<file path="src/rtl/nn_pkg.sv">
// Shared definitions for MAC feeders: sequencer state encoding and datapath constants.
package nn_pkg;

  localparam int unsigned DATA_W = 8;
  // Cycles of zero pairs needed to push the last product through the MAC pipeline.
  localparam int unsigned MAC_PIPE_FLUSH = 1;

  typedef enum logic [2:0] {
    IDLE,
    CLEAR,
    FEED,
    FLUSH,
    READ
  } state_t;

endpackage

</file>
<file path="src/rtl/neuron_weight_regfile.sv">
// Per-neuron weight storage: synchronous write, asynchronous read, synchronous clear.
module neuron_weight_regfile #(
  parameter int unsigned N_INPUTS = 4,
  parameter int unsigned DATA_W   = 8,
  parameter int unsigned ADDR_W   = 2
) (
  input  logic              clk,
  input  logic              reset,
  input  logic              we,
  input  logic [ADDR_W-1:0] waddr,
  input  logic [DATA_W-1:0] wdata,
  input  logic [ADDR_W-1:0] raddr,
  output logic [DATA_W-1:0] rdata
);

  logic [DATA_W-1:0] mem [N_INPUTS];

  always_ff @(posedge clk) begin
    if (reset) begin
      for (int unsigned i = 0; i < N_INPUTS; i++) begin
        mem[i] <= '0;
      end
    end else if (we && (32'(waddr) < N_INPUTS)) begin
      mem[waddr] <= wdata;
    end
  end

  assign rdata = mem[raddr];

endmodule

</file>
<file path="src/rtl/neuron_sequencer.sv">
// Feeds weight/input pairs into one MAC_Core, flushes its pipeline and captures the dot product.
module neuron_sequencer #(
  parameter int unsigned N_INPUTS = 4,
  parameter int unsigned DATA_W   = 8,
  parameter int unsigned ADDR_W   = 2
) (
  input  logic              clk,
  input  logic              reset,
  input  logic              start,
  output logic              busy,
  output logic              done,
  output logic [DATA_W-1:0] result,
  input  logic              w_we,
  input  logic [ADDR_W-1:0] w_addr,
  input  logic [DATA_W-1:0] w_data,
  output logic [ADDR_W-1:0] in_addr,
  input  logic [DATA_W-1:0] in_data,
  output logic [DATA_W-1:0] mac_weight,
  output logic [DATA_W-1:0] mac_in,
  output logic              mac_reset,
  output logic              mac_oe,
  input  logic [DATA_W-1:0] mac_out
);

  import nn_pkg::*;

  localparam logic [ADDR_W-1:0] LAST_IDX = ADDR_W'(N_INPUTS - 1);

  state_t            state_q, state_d;
  logic [ADDR_W-1:0] idx_q, idx_d;
  logic              done_d;
  logic [DATA_W-1:0] result_d;
  logic [DATA_W-1:0] w_rdata;
  logic              w_wen;

  // Weights are frozen whenever an evaluation is in flight.
  assign w_wen = w_we && (state_q == IDLE);

  neuron_weight_regfile #(
    .N_INPUTS (N_INPUTS),
    .DATA_W   (DATA_W),
    .ADDR_W   (ADDR_W)
  ) u_weights (
    .clk   (clk),
    .reset (reset),
    .we    (w_wen),
    .waddr (w_addr),
    .wdata (w_data),
    .raddr (idx_q),
    .rdata (w_rdata)
  );

  always_ff @(posedge clk) begin
    if (reset) begin
      state_q <= IDLE;
      idx_q   <= '0;
      done    <= 1'b0;
      result  <= '0;
    end else begin
      state_q <= state_d;
      idx_q   <= idx_d;
      done    <= done_d;
      result  <= result_d;
    end
  end

  always_comb begin
    state_d    = state_q;
    idx_d      = idx_q;
    done_d     = 1'b0;
    result_d   = result;
    busy       = 1'b1;
    in_addr    = '0;
    mac_weight = '0;
    mac_in     = '0;
    mac_oe     = 1'b0;
    mac_reset  = reset;

    case (state_q)
      IDLE: begin
        busy = 1'b0;
        if (start) begin
          state_d = CLEAR;
        end
      end
      CLEAR: begin
        mac_reset = 1'b1;
        idx_d     = '0;
        state_d   = FEED;
      end
      FEED: begin
        in_addr    = idx_q;
        mac_weight = w_rdata;
        mac_in     = in_data;
        if (idx_q == LAST_IDX) begin
          idx_d   = '0;
          state_d = FLUSH;
        end else begin
          idx_d = idx_q + ADDR_W'(1);
        end
      end
      FLUSH: begin
        state_d = READ;
      end
      // mac_out is only trusted here; elsewhere the MAC leaves it floating.
      READ: begin
        mac_oe   = 1'b1;
        result_d = mac_out;
        done_d   = 1'b1;
        state_d  = IDLE;
      end
      default: begin
        state_d = IDLE;
      end
    endcase
  end

endmodule
</file>
<file path="config.mk">
export PLATFORM = sky130hd
export DESIGN_NAME = neuron_sequencer
export DESIGN_NICKNAME = d
export VERILOG_FILES = /design/src/rtl/nn_pkg.sv /design/src/rtl/neuron_weight_regfile.sv /design/src/rtl/neuron_sequencer.sv
export SDC_FILE = /design/constraint.sdc
export NUM_CORES = 1
export LEC_CHECK = 0
export BUFFER_PORTS_ARGS = -buffer_cell sky130_fd_sc_hd__buf_2
export CAP_MARGIN = 20
export CELL_PAD_IN_SITES_DETAIL_PLACEMENT = 1
export CELL_PAD_IN_SITES_GLOBAL_PLACEMENT = 2
export CORE_AREA = 2 2 81 83
export DETAILED_ROUTE_END_ITERATION = 6
export DIE_AREA = 0 0 83 85
export PLACE_DENSITY = 0.82
export REMOVE_ABC_BUFFERS = 1
export SKIP_CTS_REPAIR_TIMING = 1
export SLEW_MARGIN = 25
export SYNTH_ARGS = -nofsm -noshare
export SYNTH_HDL_FRONTEND = slang
export SYNTH_SLANG_ARGS = --single-unit
</file>
<file path="constraint.sdc">
create_clock -name clk -period 6.2 [get_ports clk]
set_input_delay 0 -clock clk [delete_from_list [all_inputs] [get_ports clk]]
set_output_delay 0 -clock clk [all_outputs]
set_load 0.005 [all_outputs]
</file>
; ---- Yosys cells after proc, flatten, opt, wreduce, memory -nomap -nowiden
; Memories as Yosys holds them, arrays and structs flattened. A register that Yosys moved wholly into a read port is not among the register bits.
; Cells that the tools add are included.
[classes]
add_sub_neg = 1
n_eq_ne = 7
mux = 21
reduce_logical = 5
[ops]
columns = cell, count
row1 = $mux 8, 3
row2 = $pmux 3 s4, 1
row3 = $mux 2, 5
row4 = $mux 1, 9
row5 = $reduce_or 8->1, 1
row6 = $eq 3x2->1 const B, 2
row7 = $mux 3, 2
row8 = $ne 2x2->1 const B, 2
row9 = $pmux 2 s2, 1
row10 = $eq 3x1->1 const B, 1
row11 = $eq 3x3->1 const B, 1
row12 = $logic_not 3->1, 1
row13 = $add 2x1->2 const B, 1
row14 = $eq 2x2->1 const B, 1
row15 = $reduce_and 2->1, 1
row16 = $reduce_bool 2->1, 1
row17 = $logic_and 1x1->1, 1
[word_totals]
ff_bits = 14
ram_bits = 32
input_bits = 30
output_inout_bits = 30
wordCells = 39
n_memories = 1
[mem_list]
columns = name, depth, width, rd, rd_ports_with_merged_regs, wr, line
row1 = u_weights.mem, 4, 8, 1, 1, 4, neuron_weight_regfile.sv:16  ; logic [DATA_W-1:0] mem [N_INPUTS];

; ---- Longest topological paths before layout
[depth]
depth_word = 7
ltp_mapped = 5
depth_no_buf = 4

; ---- Hierarchy
; From an unflattened synthesis, not the netlist that was laid out.
[hier_totals]
hier_cells = 163
hier_area_um2 = 2194.6
[by_module_without_submodules]
columns = module, instances, cells_per_inst, area_each_um2, seq_area_each_um2
row1 = neuron_weight_regfile, 1, 85, 1457.6, 960.9
row2 = neuron_sequencer, 1, 78, 737.0, 280.3

; ---- Least setup slack after synthesis
; OpenSTA, ideal clock, no wires.
[synth_path]
kind = reg2reg
startpoint = reg state_q[1]
endpoint = mem u_weights.mem[1][0], enable pin
setup_ps = 329
arrival_ps = 1627
t_required_ps = 5871
slack_ps = 4243
path_stages_with_launch = 6
path_buffers = 2
period_less_slack_ps = 1957
cell_sequence = dfxtp_1 -> buf_6 -> or4b_4 -> buf_6 -> nor4b_4 -> or2_1
[synth_rtl]
columns = item, line
row1 = start: declaration, neuron_sequencer.sv:29  ; state_t state_q, state_d;
row2 = start signal: assignment, neuron_sequencer.sv:60  ; state_q <= state_d;
row3 = end: declaration, neuron_weight_regfile.sv:16

==> summary.md <==
| Metric | Value |
|---|---|
| Status | finished clean |
| FFs w/ async S/R, synth | 0 |
| Inst Count DP | 294 |
| Max Cap Viol | 0 |
| First-pass GRT wire length | 7650 µm |
| Tot Pwr | 626 µW |
| Vias in the first global route | 1514 |
| Die Ht | 85 µm |
| Hpwl dp | 3560 µm |
| VDD IR max | 0.116 mV |
| GRT overflow | 0 |
| Final clock skew | 0.00407 ns |
| Setup slack at placement | 4.03 ns |
| Register Area | 1280 µm² |
| Core Util, Final | 0.442 |
| Critical Path Sink Type | register |
| I/O Buffers | 59 |
| Critical Path Source | state_q[2] |
| Initial antenna violation count | 0 |
| Most area-consuming cells after synthesis | edfxtp_1 43%, dfxtp_1 14%, and2_1 14% |
| Final wirelength | 4690 µm |
| Die area | 7060 µm² |
| GPL Wtd Cong | 0.733 |
| IO Pins | 60 |
| Fmax | 457 MHz |
| CP endpoint | u_weights.mem[1][7] |
| Rows | 29 |
| Share of the synthesized area in the top cell type | 0.434 |
| Vias | 1477 |
| N_diodes | 0 |
| Clk root buf | clkbuf_8 |
| Reg2Reg Capture Point | u_weights.mem[1][7] |
| Routed Antenna Nets | 0 |
| Hold path depth | 3 |
| GRT Total Usage | 0.139 |
| Period utilization | 0.353 |
| Starting Density | 0.357 |
| TritonCTS clock tree | yes |
| Critical Path Source Type | register |
| Multi-input logic area | 873 µm² |
| Static Leak | 0.00113 µW |
| Final setup vio count | 0 |
| Most frequent cells in the layout | 59 x buf_2, 50 x and2_1, 32 x edfxtp_1 |
| Min-Delay Path Class | input port to register |
| 1st-iter DRT viols | 58 |
| Fillers | 686 |
| Synth Cell Area | 2220 µm² |
| DRC errors left | 0 |
| RSZ-0062 raised after global routing | false |
| Crit Path Max Fanout | 11 |
| Setup TNS | 0 ns |
| Die Wd | 83 µm |
| Max Root-Sink Buffers | 2 |
| Pins Over Slew Limit | 0 |
| R2R Setup Slk | 4.01 ns |
| Final #Nets | 263 |
| Worst R2R Start | state_q[2] |
| Num CTS Buffers | 5 |
| YS warnings | 0 |
| Syn_area_per_cell | 13.3 µm² |
| Yosys cell types | 32 |
| Layout area overhead | 23.7% |
| Count of final hold-check violations | 0 |
| Sequential share of the synthesized area | 0.578 |
| Worst skew pair latency | 0.30 ns |
| Final cell count without fillers | 310 |
| Worst-Margin Slew | 0.784 ns |
| Req. time, crit path | 6.17 ns |
| FF-to-FF path depth | 3 |
| Post-synth EDFFs | 32 |
| # clock sinks | 48 |
| Largest net degree at the start of global routing | 25 |
| Fin crit period | 2.19 ns |
| Pwr dens | 228 nW/µm² |
| Commonest non-fill, non-tap cell in the layout | buf_2 |
| Share of layout cells above drive strength 1 | 0.356 |
| Avg WL per Cell | 15.1 µm |
| Worst path arrival time | 2.16 ns |
| Relative slew margins | 0.476 |
| Critical path type | register to register |
| Yosys reg bits | 48 |
| Synth Flop Type | edfxtp_1 |
| Vias per cell | 4.76 |
| Final WS setup | 4.01 ns |
| Worst-path clk slew | 0.08 ns |
| Synth area leader | edfxtp_1 |
| Htree depth | 2 |
| Total core area | 6200 µm² |
| DRT Pass-1 Iters | 4 |
| Cells after synthesis | 166 |
sequential cells by signal, indices dropped and copies added, names as in the netlist, named ones only:
signal	flops
result	8
state_q	3
idx_q	2
done	1
u_weights.mem	32
metrics by stage:
stage | instance area, µm² | hold WS [ns]
after global placement | 2570 | 0.231
after floorplan | 2160 | 0.0716
after CTS | 2660 | -0.0723
final | 2740 | 0.0160
after global routing | 2740 | 0.0174
after detailed placement | 2570 | 0.249
critical path, cell delays in order, from the launching register on:
cell	delay [ns]
dfxtp_1	0.41
or4b_4	0.66
nor4b_4	0.43
or2_1	0.37
per-layer routing:
| layer | global-route usage | part of all wire | vias to the layer above |
|---|---|---|---|
| li1 | - | - | 719 |
| met5 | 0 | 0 | - |
| met1 | 0.172 | 0.43 | 694 |
| met4 | 0.0492 | 0.015 | 0 |
| met3 | 0.0477 | 0.077 | 7 |
| met2 | 0.227 | 0.47 | 57 |
kinds of logic after synthesis:
group,Yosys count,synth area share
compound gates,8,0.0260
flops,48,0.578
simple gates,79,0.237
buf+inv,12,0.0277
fa+ha+maj,1,0.00565
xor+xnor,1,0.00395
mux,17,0.122
area by class of cell:
class                           instances  share of cell area
Timing Repair Buffer                   69               0.142
Inverter                                2             0.00274
Clock inverter                          2             0.00365
Sequential cell                        48               0.467
Tap cell                               77              0.0351
Multi-Input combinational cell        106               0.319
Clock buffer                            6              0.0301
synthesized netlist by cell type, drive strengths merged, types with 2 or more instances:
library cell   n
mux2i          9
nor4           2
dfxtp         16
nor3           3
buf            5
nand2b         3
nor4b          3
edfxtp        32
and2          50
nor2           9
or2            2
o21bai         2
inv            2
mux4           8
nor2b          2
clkbuf         5
a21oi          3
power breakdown:
group / switching [µW] / leakage, µW / internal [µW]
sequential: 11.6 / 0.000462 / 357
clock: 98.4 / 0.0000510 / 89.0
combinational: 32.4 / 0.000618 / 37.2
total: 142 / 0.00113 / 483
worst min path at each step:
| stage | from | endpoint | slack, ns |
|---|---|---|---|
| floorplan | reset | done | 0.07 |
| global placement | mac_out[3] | result[3] | 0.23 |
| detailed placement | mac_out[1] | result[1] | 0.25 |
| CTS | mac_out[5] | result[5] | -0.07 |
| global route | start | state_q[0] | 0.02 |
| finish | start | state_q[0] | 0.02 |
(Power assumes the default switching activity.)
